<file path="config.mk">
export PLATFORM = sky130hd
export DESIGN_NAME = key_debounce
export DESIGN_NICKNAME = d
export VERILOG_FILES = /design/src/rtl/key_debounce.sv
export SDC_FILE = /design/constraint.sdc
export NUM_CORES = 1
export LEC_CHECK = 0
export ABC_AREA = 1
export ABC_CLOCK_PERIOD_IN_PS = 2100
export CAP_MARGIN = 20
export CORE_ASPECT_RATIO = 1.25
export CORE_MARGIN = 4
export CORE_UTILIZATION = 45
export CTS_BUF_LIST = sky130_fd_sc_hd__clkbuf_16
export DETAILED_ROUTE_END_ITERATION = 8
export HOLD_SLACK_MARGIN = 0.05
export PLACE_DENSITY = 0.6
export SKIP_CTS_REPAIR_TIMING = 1
export SYNTH_ARGS = -nofsm -noshare
export SYNTH_HDL_FRONTEND = slang
export SYNTH_SLANG_ARGS = --single-unit
</file>
<file path="constraint.sdc">
create_clock -name clk -period 2.1 [get_ports clk]
set_clock_uncertainty 0.05 [all_clocks]
set_input_delay 0.315 -clock clk [delete_from_list [all_inputs] [get_ports clk]]
set_output_delay 0.315 -clock clk [all_outputs]
set_load 0.05 [all_outputs]
</file>
<file path="src/rtl/key_debounce.sv">
// Push-button conditioner: two-flop synchroniser followed by a counter-qualified
// four-state filter that produces a clean level plus press/release strobes.
module key_debounce #(
    parameter int DEBOUNCE_CYCLES = 1000000,
    parameter int CNT_W           = $clog2(DEBOUNCE_CYCLES)
) (
    input  logic       clk,
    input  logic       rst,
    input  logic       key_in,
    output logic       key_clean,
    output logic       key_press,
    output logic       key_release,
    output logic       filtering,
    output logic [1:0] dbg_state
);

    localparam logic [1:0] ST_STABLE_HI = 2'd0;
    localparam logic [1:0] ST_FILT_LO   = 2'd1;
    localparam logic [1:0] ST_STABLE_LO = 2'd2;
    localparam logic [1:0] ST_FILT_HI   = 2'd3;

    localparam logic [CNT_W-1:0] CNT_ZERO = '0;
    localparam logic [CNT_W-1:0] CNT_ONE  = CNT_W'(1);
    localparam logic [CNT_W-1:0] CNT_LAST = CNT_W'(DEBOUNCE_CYCLES - 1);

    logic             r_s1;
    logic             r_s2;
    logic [1:0]       r_state;
    logic [CNT_W-1:0] r_cnt;
    logic             r_clean;
    logic             r_press;
    logic             r_release;
    logic             r_filtering;

    logic [1:0]       w_state_nxt;
    logic [CNT_W-1:0] w_cnt_nxt;
    logic             w_clean_nxt;
    logic             w_press_nxt;
    logic             w_release_nxt;
    logic             w_filtering_nxt;

    // Pad is asynchronous; only r_s2 is ever consumed by the filter.
    always_ff @(posedge clk or negedge rst) begin
        if (!rst) begin
            r_s1 <= 1'b1;
            r_s2 <= 1'b1;
        end else begin
            r_s1 <= key_in;
            r_s2 <= r_s1;
        end
    end

    always_comb begin
        w_state_nxt   = r_state;
        w_cnt_nxt     = r_cnt;
        w_clean_nxt   = r_clean;
        w_press_nxt   = 1'b0;
        w_release_nxt = 1'b0;
        case (r_state)
            ST_STABLE_HI: begin
                w_cnt_nxt = CNT_ZERO;
                if (!r_s2) begin
                    w_state_nxt = ST_FILT_LO;
                    w_cnt_nxt   = CNT_ONE;
                end
            end
            ST_FILT_LO: begin
                if (r_s2) begin
                    w_state_nxt = ST_STABLE_HI;
                    w_cnt_nxt   = CNT_ZERO;
                end else if (r_cnt == CNT_LAST) begin
                    w_state_nxt = ST_STABLE_LO;
                    w_cnt_nxt   = CNT_ZERO;
                    w_clean_nxt = 1'b0;
                    w_press_nxt = 1'b1;
                end else begin
                    w_cnt_nxt = r_cnt + CNT_ONE;
                end
            end
            ST_STABLE_LO: begin
                w_cnt_nxt = CNT_ZERO;
                if (r_s2) begin
                    w_state_nxt = ST_FILT_HI;
                    w_cnt_nxt   = CNT_ONE;
                end
            end
            ST_FILT_HI: begin
                if (!r_s2) begin
                    w_state_nxt = ST_STABLE_LO;
                    w_cnt_nxt   = CNT_ZERO;
                end else if (r_cnt == CNT_LAST) begin
                    w_state_nxt   = ST_STABLE_HI;
                    w_cnt_nxt     = CNT_ZERO;
                    w_clean_nxt   = 1'b1;
                    w_release_nxt = 1'b1;
                end else begin
                    w_cnt_nxt = r_cnt + CNT_ONE;
                end
            end
            default: begin
                w_state_nxt = ST_STABLE_HI;
                w_cnt_nxt   = CNT_ZERO;
                w_clean_nxt = 1'b1;
            end
        endcase
        // Registered copy of the state decode keeps filtering glitch-free.
        w_filtering_nxt = (w_state_nxt == ST_FILT_LO) || (w_state_nxt == ST_FILT_HI);
    end

    always_ff @(posedge clk or negedge rst) begin
        if (!rst) begin
            r_state     <= ST_STABLE_HI;
            r_cnt       <= CNT_ZERO;
            r_clean     <= 1'b1;
            r_press     <= 1'b0;
            r_release   <= 1'b0;
            r_filtering <= 1'b0;
        end else begin
            r_state     <= w_state_nxt;
            r_cnt       <= w_cnt_nxt;
            r_clean     <= w_clean_nxt;
            r_press     <= w_press_nxt;
            r_release   <= w_release_nxt;
            r_filtering <= w_filtering_nxt;
        end
    end

    assign key_clean   = r_clean;
    assign key_press   = r_press;
    assign key_release = r_release;
    assign filtering   = r_filtering;
    assign dbg_state   = r_state;

endmodule
</file>
# ---- After elaboration in Yosys (flattened, before gate mapping)
# Index checks and enable logic that the tools add are counted.
dict set report totals {
  out_inout_bits 6
  word_cells 46
  in_bits 3
  regBits 28
}
dict set report classes {
  eq_ne 10
  mux 23
  n_reduce_logical 4
  n_addsub 1
}
# cell count
set op_table {}
lappend op_table {{$pmux 20 s4} 1}
lappend op_table {{$mux 20} 3}
lappend op_table {{$add 20x1->20 const B} 1}
lappend op_table {{$eq 20x20->1 const B} 1}
lappend op_table {{$mux 2} 6}
lappend op_table {{$mux 1} 11}
lappend op_table {{$ne 2x2->1 const B} 4}
lappend op_table {{$pmux 2 s4} 1}
lappend op_table {{$eq 2x2->1 const B} 3}
lappend op_table {{$reduce_and 5->1} 1}
lappend op_table {{$eq 2x1->1 const B} 2}
lappend op_table {{$logic_not 2->1} 1}
lappend op_table {{$pmux 1 s2} 1}
lappend op_table {{$reduce_bool 2->1} 1}
lappend op_table {{$logic_or 1x1->1} 1}

# ---- Longest topological paths before layout
# Gate-level depths: netlist of run 1.
dict set report logic_depth {
  depth_word 6
  mapped_depth 8
  depth_no_buf 8
}

# ---- Worst setup path after synthesis of run 1
# OpenSTA, ideal clock, no wires.
dict set report synth_path {
  path_kind {flip-flop to flip-flop}
  from {register r_state[1] (netlist: dbg_state[1])}
  to {register r_cnt[11]}
  synth_period_minus_slack_ns 1.459
  t_arrival_ns 1.291
  setup_time_ns 0.119
  slack_ns 0.641
  stages_incl_launch_ff 7
  n_path_buf 1
  required_ns 1.931
  path_cell_list {dfrtp_1 nor2_1 nor2_1 nor2_1 nand2_2 buf_6 nor2_1}
}
dict set report synth_between {
  elab_chain_cells 2
  elab_cells_between_ends 5
  cone_classes {eq/ne: 3; mux: 1; reduce/logical: 1}
}
# item line
set synth_rtl {}
lappend synth_rtl {{start, declared} 28} ;# logic [1:0] r_state;
lappend synth_rtl {{start signal, assigned} 119} ;# r_state <= w_state_nxt;
lappend synth_rtl {{$eq 2x2->1 (tied with other cells)} 59} ;# case (r_state)
lappend synth_rtl {{$pmux 20 s4 (*)} 59}
lappend synth_rtl {{named net w_cnt_nxt[11]} 36} ;# logic [CNT_W-1:0] w_cnt_nxt;
lappend synth_rtl {{end signal, assigned} 120} ;# r_cnt <= w_cnt_nxt;
lappend synth_rtl {{end, declared} 29} ;# logic [CNT_W-1:0] r_cnt;
# The timed path passes the listed nets; every way through them passes the cells marked *.
# A chain may end at the register's enable or synchronous reset.

# ---- Worst setup path after layout of run 1
dict set report layout_path {
  from {register r_clean (netlist: key_clean)}
  to {output port key_clean}
}
# item line
set layout_lines {}
lappend layout_lines {{start, declared} 30} ;# logic r_clean;
lappend layout_lines {{start signal, assigned} 121} ;# r_clean <= w_clean_nxt;
lappend layout_lines {{end, declared} 10} ;# output logic key_clean,
# No word-level cell between the ends.

==> reports/summary.log, run 1 <==
INFO  clock_tree     cts.sink_count=28
INFO  run_status     outcome=finished clean
INFO  synthesis      synth_largest_type_area_fraction=43.03%
INFO  die            floorplan.io_pins=9
INFO  job            max_cap_viol_count=0
INFO  route          detail_route.wl_per_cell=12.02um
INFO  pwr            irDropWorstVdd=0.5312mV
INFO  synthesis      synth-edff-count=0
INFO  die            fp.dieW=58.84um
INFO  route          dr_total_vias=1155
INFO  die            design.die.area=4210um^2
INFO  synthesis      postSynthNetCount=193
INFO  setup_path     critical_path_arrival=1590ps
INFO  clock_tree     clock-root-buffer=sky130_fd_sc_hd__clkbuf_16
INFO  setup_path     crit_family=buffers and inverters
INFO  final_layout   syn_to_final_growth=13.77%
INFO  timing         holdWs=306.7ps
INFO  timing         grt_setup_unrepaired=no
INFO  setup_path     crit_path_max_incr_delay=800ps
INFO  synthesis      postSynth.asyncResetShare=100.0%
INFO  pwr            powerDensity=618.5nW/um^2
INFO  timing         tightestPinTransition=517.4ps
INFO  timing         hold_violations=0
INFO  global_route   gr-usage-all-layers=15.08%
INFO  route          drt.antenna.violating_nets=0
INFO  synthesis      synth_area_per_cell=7.693um^2
INFO  timing         timing_max_transition_violations_final=0
INFO  route          drt_first_iter_violations=36
INFO  setup_path     critical_path.slowest_cell=sky130_fd_sc_hd__clkdlybuf4s50_1
INFO  route          remaining_drc_errors=0
INFO  global_route   overflow=0
INFO  min_path       timing.hold.worst.class=reg2reg
INFO  timing         timing.max_slew.rel_slack=65.40%
INFO  synthesis      synthFlopType=sky130_fd_sc_hd__dfrtp_1
INFO  final_layout   fraction_of_final_layout_cells_sized_beyond_drive_strength_1=9.453%
INFO  clock_tree     insertion_delay=260ps
INFO  synthesis      syn-instance-count=189
INFO  setup_path     crit_type=reg2out
INFO  die            floorplan.initialDensity=48.02%
INFO  synthesis      ys_warn_count=0
INFO  route          drt-total-wl=2848um
INFO  timing         final-setup-viol-count=0
INFO  setup_path     timing.critical_path.to_type=output pin
INFO  die            core-area=3028um^2
INFO  timing         clock.fmax=510.8MHz
INFO  clock_tree     max-clock-path-buffers=2
INFO  synthesis      netlist_area=1454um^2
INFO  global_route   antenna_found_initial=0
INFO  clock_tree     htreeDepth=1
INFO  setup_path     critical_path.startpoint_type=register
INFO  pwr            leakagePower=0.0007436uW
INFO  placed_design  numPortBuffers=8
INFO  clock_tree     tritoncts=yes
INFO  clock_tree     total_clock_buffers_created_by_cts=3
INFO  setup_path     setup_slack_on_the_worst_flop_to_flop_path=380ps
INFO  route          drt-pass1-iter-count=4
INFO  synthesis      synth_top_cell_by_area=sky130_fd_sc_hd__dfrtp_1
INFO  final_layout   final_net_count=206
INFO  synthesis      synth.ff_latch_count=28
INFO  setup_path     crit_path_max_fanout=2
INFO  setup_path     critical_path.cell_chain=clkdlybuf4s50_1
INFO  global_route   grt_pass1_vias=1114
INFO  synthesis      synth_most_common_cell=sky130_fd_sc_hd__nor2_1
INFO  final_layout   antenna_cells=0
INFO  timing         tns=0ps
INFO  clock_tree     cts.reportedPaths.clkPinSlew=70ps
INFO  setup_path     path_buf_inv=1
INFO  placed_design  gp_routability_congestion=0.8629
INFO  placed_design  dp_hpwl=2153um
INFO  synthesis      synth_commonest_cells=sky130_fd_sc_hd__nor2_1 (52), sky130_fd_sc_hd__nand2_1 (49), sky130_fd_sc_hd__dfrtp_1 (25)
INFO  timing         fin_crit_sh=93.22%
INFO  route          viasPerCell=4.873
INFO  die            die_height=71.55um
INFO  synthesis      synth.top_cells.by_area=sky130_fd_sc_hd__dfrtp_1 (43%), sky130_fd_sc_hd__nor2_1 (13%), sky130_fd_sc_hd__nand2_1 (13%), sky130_fd_sc_hd__dfstp_2 (5.4%), sky130_fd_sc_hd__inv_1 (4.9%)
INFO  synthesis      synth.yosys.seq_area_share=48.45%
INFO  synthesis      synth_cell_types=20
INFO  global_route   first_pass_grt_wire_length=4885um
INFO  die            std_cell_rows=22
INFO  setup_path     worst-endpoint-required=1740ps
INFO  global_route   grt_max_degree=29
INFO  timing         period_needed=1958ps
## per-layer routing
metal / part of all wire [%] / routed length (um) / GRT usage, % / vias to the layer above
li1: - / - / - / 601
met1: 45 / 1293 / 19.31 / 531
met2: 49 / 1392 / 24.20 / 18
met3: 4.2 / 121 / 3.964 / 5
met4: 1.4 / 40 / 5.542 / 0
met5: 0 / 0 / 0 / -
## per-stage QoR
stage	utilization (%)	worst slack (ps)	area (um^2)	cells	total power, uW
6_report	54.63	142.4	1654	237	1023
2_1_floorplan	-	640.7	1454	189	585.2
4_1_cts	54.63	139.0	1654	237	1037
3_3_place_gp	52.02	427.8	1575	233	607.1
3_5_place_dp	52.02	382.5	1575	233	608.0
5_1_grt	54.63	121.7	1654	237	1060
## kinds of logic (layout without fill, tap and decap cells)
family                   count (synthesis)  count (layout)  share of synthesized area, %
AO/OA/AOI/OAI                            4               4                         1.893
XOR/XNOR                                 8               8                         4.819
adder cells (fa/ha/maj)                  1               1                        0.8604
buffers and inverters                   21              33                         5.938
flip-flops                              28              28                         48.45
AND/OR/NAND/NOR                        127             127                         38.04
## sequential cells by signal, summed over array words and instances, names as in the netlist
| signal | flops |
|---|---|
| r_cnt | 20 |
| dbg_state | 2 |
| filtering | 1 |
| key_clean | 1 |
| key_press | 1 |
| key_release | 1 |
| r_s1 | 1 |
| r_s2 | 1 |
## placed cells by master, fill, tap and decap left out
cell / n
sky130_fd_sc_hd__nor2_1: 52
sky130_fd_sc_hd__nand2_1: 49
sky130_fd_sc_hd__dfrtp_1: 25
sky130_fd_sc_hd__inv_1: 20
sky130_fd_sc_hd__clkdlybuf4s50_1: 8
sky130_fd_sc_hd__xor2_1: 7
sky130_fd_sc_hd__nand3_1: 5
sky130_fd_sc_hd__nand4_1: 5
sky130_fd_sc_hd__nor3_1: 4
sky130_fd_sc_hd__nand2_2: 3
sky130_fd_sc_hd__nand3_2: 3
sky130_fd_sc_hd__nor2_2: 3
sky130_fd_sc_hd__o21bai_1: 3
sky130_fd_sc_hd__clkbuf_16: 3
sky130_fd_sc_hd__dfstp_2: 3
sky130_fd_sc_hd__nor2_4: 2
sky130_fd_sc_hd__inv_2: 1
sky130_fd_sc_hd__nand3b_1: 1
sky130_fd_sc_hd__o21ai_0: 1
sky130_fd_sc_hd__xnor2_1: 1
sky130_fd_sc_hd__ha_1: 1
sky130_fd_sc_hd__buf_4: 1
## path summary, 6_finish.rpt
check	from	endpoint	cells after the start
max in group asynchronous	rst	r_s2	2
worst max register to register	r_cnt[0]	r_cnt[17]	8
min in group asynchronous	rst	r_cnt[9]	2
worst min-delay path	r_s1	r_s2	0
worst max-delay path	key_clean	key_clean	1
worst min register to register	r_s1	r_s2	0
## cell type report
type                       count  area [um^2]
clock inverter                 1        3.754
tap                           36        45.04
clock buffer                   3        75.07
sequential                    28        704.4
inverter                      20        75.07
multi-input combinational    140        663.1
fill                         288         1374
timing repair buffer           9        87.58
## power by group
group / internal, uW / total (uW) / switching, uW
Clock: 255 / 427 / 172
Sequential: 547 / 552 / 4.57
Combinational: 13.0 / 44.6 / 31.6
No activity file was read; power rests on OpenSTA's default activity.
==> run 2: changes to the inputs <==
- HOLD_SLACK_MARGIN: 0.05 -> 0.03
==> results of run 2 <==
The final DEF is identical to that of run 1; final timing and power are the same.
